$ cat src/rtl/pwm_control_unit_v2.sv
// Global PWM control: AXI-lite register file, run/stop FSM with optional external start,
// deferred timebase loading, per-chain run masking and fixed-length sync pulse generation.
module pwm_control_unit_v2 #(
  parameter int N_CHAINS = 3,
  parameter int STOP_STATE_WIDTH = 12,
  parameter int TB_DIV_WIDTH = 3,
  parameter int SYNC_PULSE_LENGTH = 1,
  parameter logic [STOP_STATE_WIDTH-1:0] INITIAL_STOPPED_STATE = '0
) (
  input  logic                        clock,
  input  logic                        reset,
  input  logic [N_CHAINS-1:0]         counter_status,
  input  logic [N_CHAINS-1:0]         period_end,
  input  logic                        ext_start,
  input  logic                        ext_sync,
  output logic [TB_DIV_WIDTH-1:0]     timebase_setting,
  output logic                        timebase_enable,
  output logic                        timebase_external_enable,
  output logic [N_CHAINS-1:0]         counter_run,
  output logic                        sync,
  output logic [STOP_STATE_WIDTH-1:0] counter_stopped_state,
  input  logic                        axi_in_awvalid,
  output logic                        axi_in_awready,
  input  logic [3:0]                  axi_in_awaddr,
  input  logic                        axi_in_wvalid,
  output logic                        axi_in_wready,
  input  logic [31:0]                 axi_in_wdata,
  input  logic [3:0]                  axi_in_wstrb,
  output logic                        axi_in_bvalid,
  input  logic                        axi_in_bready,
  output logic [1:0]                  axi_in_bresp,
  input  logic                        axi_in_arvalid,
  output logic                        axi_in_arready,
  input  logic [3:0]                  axi_in_araddr,
  output logic                        axi_in_rvalid,
  input  logic                        axi_in_rready,
  output logic [31:0]                 axi_in_rdata,
  output logic [1:0]                  axi_in_rresp
);

  localparam int SYNC_CNT_W = $clog2(SYNC_PULSE_LENGTH + 1);
  localparam int CTRL_TB_EN = 3;
  localparam int CTRL_TB_EXT = 4;
  localparam int CTRL_RUN = 5;
  localparam int CTRL_SYNC = 6;
  localparam int CTRL_STOP_MODE = 7;
  localparam int CTRL_EXT_START = 8;
  localparam int CTRL_EXT_SYNC = 9;

  typedef enum logic [1:0] {
    ST_IDLE     = 2'd0,
    ST_ARMED    = 2'd1,
    ST_RUNNING  = 2'd2,
    ST_STOPPING = 2'd3
  } state_t;

  state_t state_q, state_d;

  logic [9:0]                  ctrl_q, ctrl_d;
  logic [STOP_STATE_WIDTH-1:0] stop_state_q, stop_state_d;
  logic [N_CHAINS-1:0]         run_mask_q, run_mask_d;
  logic                        bvalid_q, rvalid_q;
  logic [31:0]                 rdata_q, rdata_d;
  logic [31:0]                 wr_word;
  logic                        do_write, do_read;

  logic [TB_DIV_WIDTH-1:0]     tb_setting_q;
  logic                        tb_en_q, tb_ext_q, tb_pending;
  logic [N_CHAINS-1:0]         counter_run_q, counter_run_d;
  logic [STOP_STATE_WIDTH-1:0] stopped_state_q;

  logic [SYNC_CNT_W-1:0]       sync_cnt_q, sync_cnt_d;
  logic                        ctrl_sync_prev_q, ext_sync_prev_q, sync_trig;

  logic                        unused_bits;

  function automatic logic [31:0] strobe_merge(input logic [31:0] old_word,
                                               input logic [31:0] new_word,
                                               input logic [3:0]  strb);
    logic [31:0] res;
    for (int b = 0; b < 4; b++) begin
      res[8*b +: 8] = strb[b] ? new_word[8*b +: 8] : old_word[8*b +: 8];
    end
    return res;
  endfunction

  // Address and data are accepted together; a new write waits until the response is taken.
  assign do_write       = axi_in_awvalid & axi_in_wvalid & ~bvalid_q;
  assign do_read        = axi_in_arvalid & ~rvalid_q;
  assign axi_in_awready = do_write;
  assign axi_in_wready  = do_write;
  assign axi_in_arready = ~rvalid_q;
  assign axi_in_bvalid  = bvalid_q;
  assign axi_in_bresp   = 2'b00;
  assign axi_in_rvalid  = rvalid_q;
  assign axi_in_rdata   = rdata_q;
  assign axi_in_rresp   = 2'b00;

  assign tb_pending = (ctrl_q[TB_DIV_WIDTH-1:0] != tb_setting_q) |
                      (ctrl_q[CTRL_TB_EN] != tb_en_q) |
                      (ctrl_q[CTRL_TB_EXT] != tb_ext_q);

  always_comb begin
    ctrl_d       = ctrl_q;
    stop_state_d = stop_state_q;
    run_mask_d   = run_mask_q;
    wr_word      = '0;
    if (do_write) begin
      case (axi_in_awaddr[3:2])
        2'd0: begin
          wr_word = strobe_merge(32'(ctrl_q), axi_in_wdata, axi_in_wstrb);
          ctrl_d  = wr_word[9:0];
        end
        2'd1: begin
          wr_word      = strobe_merge(32'(stop_state_q), axi_in_wdata, axi_in_wstrb);
          stop_state_d = wr_word[STOP_STATE_WIDTH-1:0];
        end
        2'd2: begin
          wr_word    = strobe_merge(32'(run_mask_q), axi_in_wdata, axi_in_wstrb);
          run_mask_d = wr_word[N_CHAINS-1:0];
        end
        default: wr_word = '0;
      endcase
    end
  end

  always_comb begin
    rdata_d = '0;
    case (axi_in_araddr[3:2])
      2'd0:    rdata_d = 32'(ctrl_q);
      2'd1:    rdata_d = 32'(stop_state_q);
      2'd2:    rdata_d = 32'(run_mask_q);
      default: rdata_d = {29'd0, tb_pending, state_q};
    endcase
  end

  always_ff @(posedge clock) begin
    if (reset) begin
      ctrl_q       <= '0;
      stop_state_q <= '0;
      run_mask_q   <= '1;
      bvalid_q     <= 1'b0;
      rvalid_q     <= 1'b0;
      rdata_q      <= '0;
    end else begin
      ctrl_q       <= ctrl_d;
      stop_state_q <= stop_state_d;
      run_mask_q   <= run_mask_d;
      if (do_write) begin
        bvalid_q <= 1'b1;
      end else if (axi_in_bready) begin
        bvalid_q <= 1'b0;
      end
      if (do_read) begin
        rvalid_q <= 1'b1;
        rdata_q  <= rdata_d;
      end else if (axi_in_rready) begin
        rvalid_q <= 1'b0;
      end
    end
  end

  always_ff @(posedge clock) begin
    if (reset) begin
      state_q <= ST_IDLE;
    end else begin
      state_q <= state_d;
    end
  end

  // counter_run is registered from the next state so it lines up with state_q.
  always_comb begin
    state_d       = state_q;
    counter_run_d = '0;
    case (state_q)
      ST_IDLE: begin
        if (ctrl_q[CTRL_RUN]) begin
          state_d = ctrl_q[CTRL_EXT_START] ? ST_ARMED : ST_RUNNING;
        end
      end
      ST_ARMED: begin
        if (!ctrl_q[CTRL_RUN]) begin
          state_d = ST_IDLE;
        end else if (ext_start) begin
          state_d = ST_RUNNING;
        end
      end
      ST_RUNNING: begin
        if (!ctrl_q[CTRL_RUN]) begin
          state_d = ctrl_q[CTRL_STOP_MODE] ? ST_STOPPING : ST_IDLE;
        end
      end
      default: begin
        if (ctrl_q[CTRL_RUN]) begin
          state_d = ST_RUNNING;
        end else if (period_end[0]) begin
          state_d = ST_IDLE;
        end
      end
    endcase
    if (state_d == ST_RUNNING || state_d == ST_STOPPING) begin
      counter_run_d = run_mask_q;
    end
  end

  assign sync_trig = (ctrl_q[CTRL_SYNC] & ~ctrl_sync_prev_q) |
                     (ctrl_q[CTRL_EXT_SYNC] & ext_sync & ~ext_sync_prev_q);

  // Triggers seen while a pulse is still running are dropped, not queued.
  always_comb begin
    sync_cnt_d = sync_cnt_q;
    if (sync_cnt_q != '0) begin
      sync_cnt_d = sync_cnt_q - SYNC_CNT_W'(1);
    end else if (sync_trig) begin
      sync_cnt_d = SYNC_CNT_W'(SYNC_PULSE_LENGTH);
    end
  end

  always_ff @(posedge clock) begin
    if (reset) begin
      tb_setting_q     <= '0;
      tb_en_q          <= 1'b0;
      tb_ext_q         <= 1'b0;
      counter_run_q    <= '0;
      stopped_state_q  <= INITIAL_STOPPED_STATE;
      sync_cnt_q       <= '0;
      ctrl_sync_prev_q <= 1'b0;
      ext_sync_prev_q  <= 1'b0;
    end else begin
      if (~|counter_status) begin
        tb_setting_q <= ctrl_q[TB_DIV_WIDTH-1:0];
        tb_en_q      <= ctrl_q[CTRL_TB_EN];
        tb_ext_q     <= ctrl_q[CTRL_TB_EXT];
      end
      counter_run_q    <= counter_run_d;
      stopped_state_q  <= stop_state_q;
      sync_cnt_q       <= sync_cnt_d;
      ctrl_sync_prev_q <= ctrl_q[CTRL_SYNC];
      ext_sync_prev_q  <= ext_sync;
    end
  end

  assign timebase_setting         = tb_setting_q;
  assign timebase_enable          = tb_en_q;
  assign timebase_external_enable = tb_ext_q;
  assign counter_run              = counter_run_q;
  assign counter_stopped_state    = stopped_state_q;
  assign sync                     = (sync_cnt_q != '0);

  assign unused_bits = ^{wr_word, axi_in_awaddr[1:0], axi_in_araddr[1:0], period_end};

endmodule

$ cat config.mk
export PLATFORM = sky130hd
export DESIGN_NAME = pwm_control_unit_v2
export DESIGN_NICKNAME = d
export VERILOG_FILES = /design/src/rtl/pwm_control_unit_v2.sv
export SDC_FILE = /design/constraint.sdc
export NUM_CORES = 1
export LEC_CHECK = 0
export CAP_MARGIN = 15
export CORE_MARGIN = 8
export CORE_UTILIZATION = 26
export CTS_CLUSTER_SIZE = 12
export DETAILED_ROUTE_END_ITERATION = 10
export HOLD_SLACK_MARGIN = 0.06
export PLACE_DENSITY = 0.6
export SLEW_MARGIN = 20
export SYNTH_ARGS = -nofsm -noshare
export SYNTH_HDL_FRONTEND = slang
export SYNTH_SLANG_ARGS = --single-unit
$ cat constraint.sdc
create_clock -name clock -period 2.63 [get_ports clock]
set_input_delay 0.789 -clock clock [delete_from_list [all_inputs] [get_ports clock]]
set_output_delay 0.789 -clock clock [all_outputs]
set_load 0.1 [all_outputs]
Word level (Yosys, flattened, before mapping) --
Cells that the tools add are included. W data, S select, Z words.
Word-level totals: input bits 59, output and inout port bits 62, flip-flop bits (word level) 84, word-level logic and storage cells 72
Cells by class: $add $sub $neg 1, multiplexer cells 16, bitwise operators 14, equal/unequal tests 11, reductions and logical operators 13
Operators with widths (count):
- $pmux W12 S3 | 1
- $mux W2 | 8
- $reduce_and A3 Y1 | 5
- $eq A2 B2 Y1 const B | 5
- $and A1 B1 Y1 | 6
- $eq A2 B1 Y1 const B | 3
- $logic_not A2 Y1 | 3
- $mux W1 | 6
- $pmux W2 S3 | 1
- $not A1 Y1 | 5
- $reduce_bool A2 Y1 | 2
- $ne A3 B3 Y1 | 1
- $or A1 B1 Y1 | 3
- $reduce_or A3 Y1 | 1
- $ne A1 B1 Y1 | 2
- $reduce_or A2 Y1 | 1
- $logic_or A1 B1 Y1 | 1
- $sub A1 B1 Y1 const B | 1

Logic depth before layout (Yosys ltp) --
depth in word-level cells 7, mapped depth 4, gate-level depth less buffers 3

Least setup slack after synthesis --
Ideal clock, no wire load.
path kind reg2out, from reg bvalid_q (netlist: axi_in_bvalid), to out axi_in_wready, stages on the path, launching flop included 3, path buffers 1, path slack -0.289 ns, data required time 1.841 ns, arrival time 2.130 ns, path through dfxtp_1 and3b_1 buf_4
On the way: longest elaborated chain between the ends 2
RTL lines:
- start, declared | RTL line 62 | logic bvalid_q, rvalid_q;
- start signal, assigned | RTL line 142 | bvalid_q <= 1'b0;
- start signal, assigned | RTL line 150 | bvalid_q <= 1'b1;
- start signal, assigned | RTL line 152 | bvalid_q <= 1'b0;
- $not A1 Y1 | RTL line 88 | assign do_write = axi_in_awvalid & axi_in_wvalid & ~bvalid_q;
- $and A1 B1 Y1 | RTL line 88
- end, declared | RTL line 26 | output logic axi_in_wready,
No other way between the ends.

Worst setup path in the final report --
from in axi_in_awvalid, to out axi_in_wready
On the way: longest elaborated chain between the ends 2
RTL lines:
- start, declared | RTL line 22 | input logic axi_in_awvalid,
- $and A1 B1 Y1 (2 in a row) | RTL line 88
No other way between the ends.

==> flow_summary.json <==
{
  "p_leak_nw": 1.48,
  "cp-end-kind": "output pin",
  "vias": 2225,
  "outcome": "complete, no violations",
  "wirelength_um": 7320,
  "core_area_sq_um": 10300,
  "drv_slew": 0,
  "layout-drive-gt1-share": 0.212,
  "worstPathArrival_ns": 1.72,
  "crit_slowest_cell": "clkdlybuf4s50_1",
  "ios": 121,
  "min-delay-path-class": "flop to flop",
  "clkTransAtPathRegs_ns": 0.07,
  "dieArea_sq_um": 14000,
  "crit_buf_inv": 2,
  "worst-path-stages": 3,
  "ant_nets": 0,
  "grt_max_degree": 26,
  "path_max_fanout": 3,
  "timing.fmax_mhz": 398,
  "drt-initial-drc-count": 187,
  "worst_pin_slew_ns": 0.578,
  "cts_buffer_depth": 2,
  "grt_usage": 0.105,
  "powerDensity_nw_per_um2": 634,
  "die_w_um": 118,
  "ir_drop_uv": 192,
  "relSlewSlack": 0.615,
  "rsz0062_at_grt": "no",
  "cts-buffers-inserted": 9,
  "drcViolationCount": 0,
  "dp_hpwl_um": 5570,
  "cap_viol_max_count": 0,
  "reg2regPathDepth": 3,
  "cts_hold_buf": 0,
  "cts_tree": "built",
  "port_buffers": 68,
  "synth.distinct_cells": 39,
  "dp_cells": 488,
  "finalSetupTns_ns": 0,
  "grt_pass1_wl_um": 11900,
  "syn_area_sq_um": 2730,
  "clock-sinks": 64,
  "setup_viol": 0,
  "ys_warn_count": 0,
  "layout_common_cells": "63 x dfxtp_1, 43 x buf_4, 29 x clkdlybuf4s50_1",
  "synth_flop_cell": "dfxtp_1",
  "cts_resized": 0,
  "crit_family": "buffers and inverters",
  "overflow": 0,
  "initial_utilization": 0.265,
  "start_kind": "primary input",
  "finalCriticalPeriod_ns": 2.51,
  "synthToLayoutAreaGrowth_pct": 33.1,
  "first_pass_iters": 4,
  "slowest_delay_ns": 0.47,
  "synth-seq-cells": 64,
  "timing.final.crit_share": 0.955,
  "synth_edf_count": 0,
  "clock_latency_ns": 0.34,
  "antenna_found_initial": 0,
  "crit_chain": "clkdlybuf4s50_1 > and3b_2 > buf_12",
  "dieHeight_um": 118,
  "cp.required_ns": 1.84,
  "post-cts-setup-buffers": 0,
  "fin_worst_skew_ns": 0.00474,
  "drt-vias-per-instance": 4.41,
  "final_cells": 504,
  "postPlaceCellArea_sq_um": 3410,
  "syn_inst": 293,
  "syn_avg_cell_area_sq_um": 9.31,
  "hold_depth": 1,
  "synth_seq_area_share": 0.470,
  "htree_num_levels": 3,
  "cts-root-buf": "clkbuf_8",
  "rows": 37,
  "grt_pass1_vias": 2290,
  "fin_util": 0.353,
  "final_cell_area_sq_um": 3630,
  "synth-async-reset-ratio": 0,
  "diodes": 0,
  "criticalPathCategory": "primary input to output pin",
  "final_hold_viol_count": 0,
  "num-nets-final": 422,
  "finalWeightedCongestion": 0.805,
  "mostFrequentLayoutCell": "dfxtp_1",
  "avgRoutedWirePerCell_um": 14.5
}
==> metrics by stage <==
stage	hold slack [ns]	setup WS, ns	total power, W
2_1_floorplan	0.421	0.125	0.00133
3_3_place_gp	0.431	0.126	0.00140
3_5_place_dp	0.421	0.116	0.00140
4_1_cts	0.432	0.108	0.00233
5_1_grt	0.445	0.0690	0.00240
6_report	0.432	0.118	0.00230
==> layout make-up <==
cell class	instances	area, sq um
fill	1084	6650
sequential	64	1280
multi-input combinational	205	1250
timing repair buffer	76	678
tap	136	170
clock buffer	9	124
clock inverter	7	96.3
inverter	7	26.3
==> synth_stat cells (5+ instances only) <==
library cell / number / area [sq um]
a21oi_1: 23 / 115
a22oi_1: 8 / 60.1
buf_4: 26 / 195
clkbuf_1: 7 / 26.3
dfxtp_1: 64 / 1280
inv_1: 7 / 26.3
mux2_2: 8 / 90.1
mux2i_1: 9 / 90.1
nand2_1: 15 / 56.3
nand3_1: 26 / 130
nor2_1: 17 / 63.8
nor2b_1: 15 / 93.8
nor3b_1: 7 / 52.6
o21ai_0: 19 / 95.1
xor2_1: 5 / 43.8
==> kinds of logic (layout without fill, tap and decap cells) <==
logic type                Yosys count  in the layout  share of synthesized area
AOI/OAI and AO/OA                  57             57                      0.119
xor gates and xnor gates            5              5                     0.0161
buffers and inverters              47             99                      0.103
DFF                                64             64                      0.470
muxes                              21             21                     0.0908
other                               1             24                    0.00137
and+or+nand+nor                    98             98                      0.200
==> power breakdown <==
| part | total (W) | switching [W] | leakage (nW) | internal [W] |
|---|---|---|---|---|
| clock | 0.000919 | 0.000387 | 0.101 | 0.000533 |
| sequential | 0.000992 | 0.0000106 | 0.517 | 0.000981 |
| combinational | 0.000391 | 0.000299 | 0.857 | 0.0000921 |
==> layer usage <==
layer,up-vias,global-route usage,wire length (um)
li1,1112,-,-
met1,1026,0.126,3280
met2,82,0.160,3290
met3,5,0.0462,658
met4,0,0.0458,84
met5,-,0,0
==> final timing paths <==
kind                                                 start                      endpoint  slack, ns
worst max-delay path                        axi_in_awvalid                 axi_in_wready       0.12
worst min-delay path                       sync$_SDFF_PP0_               sync$_SDFF_PP0_       0.43
worst max register to register  axi_in_bvalid$_SDFFE_PP0P_  stop_state_q[4]$_SDFFE_PP0P_       1.20
worst min register to register             sync$_SDFF_PP0_               sync$_SDFF_PP0_       0.43
==> sequential cells by signal, summed over array words and instances, names as in the netlist <==
register and flops:
run_mask_q 3, timebase_setting 3, ctrl_q 10, counter_stopped_state 12, sync 1, ctrl_sync_prev_q 1
axi_in_rdata 12, axi_in_rvalid 1, state_q 2, ext_sync_prev_q 1, timebase_external_enable 1, timebase_enable 1
stop_state_q 12, axi_in_bvalid 1, counter_run 3
Power figures use the tool's default switching activity.
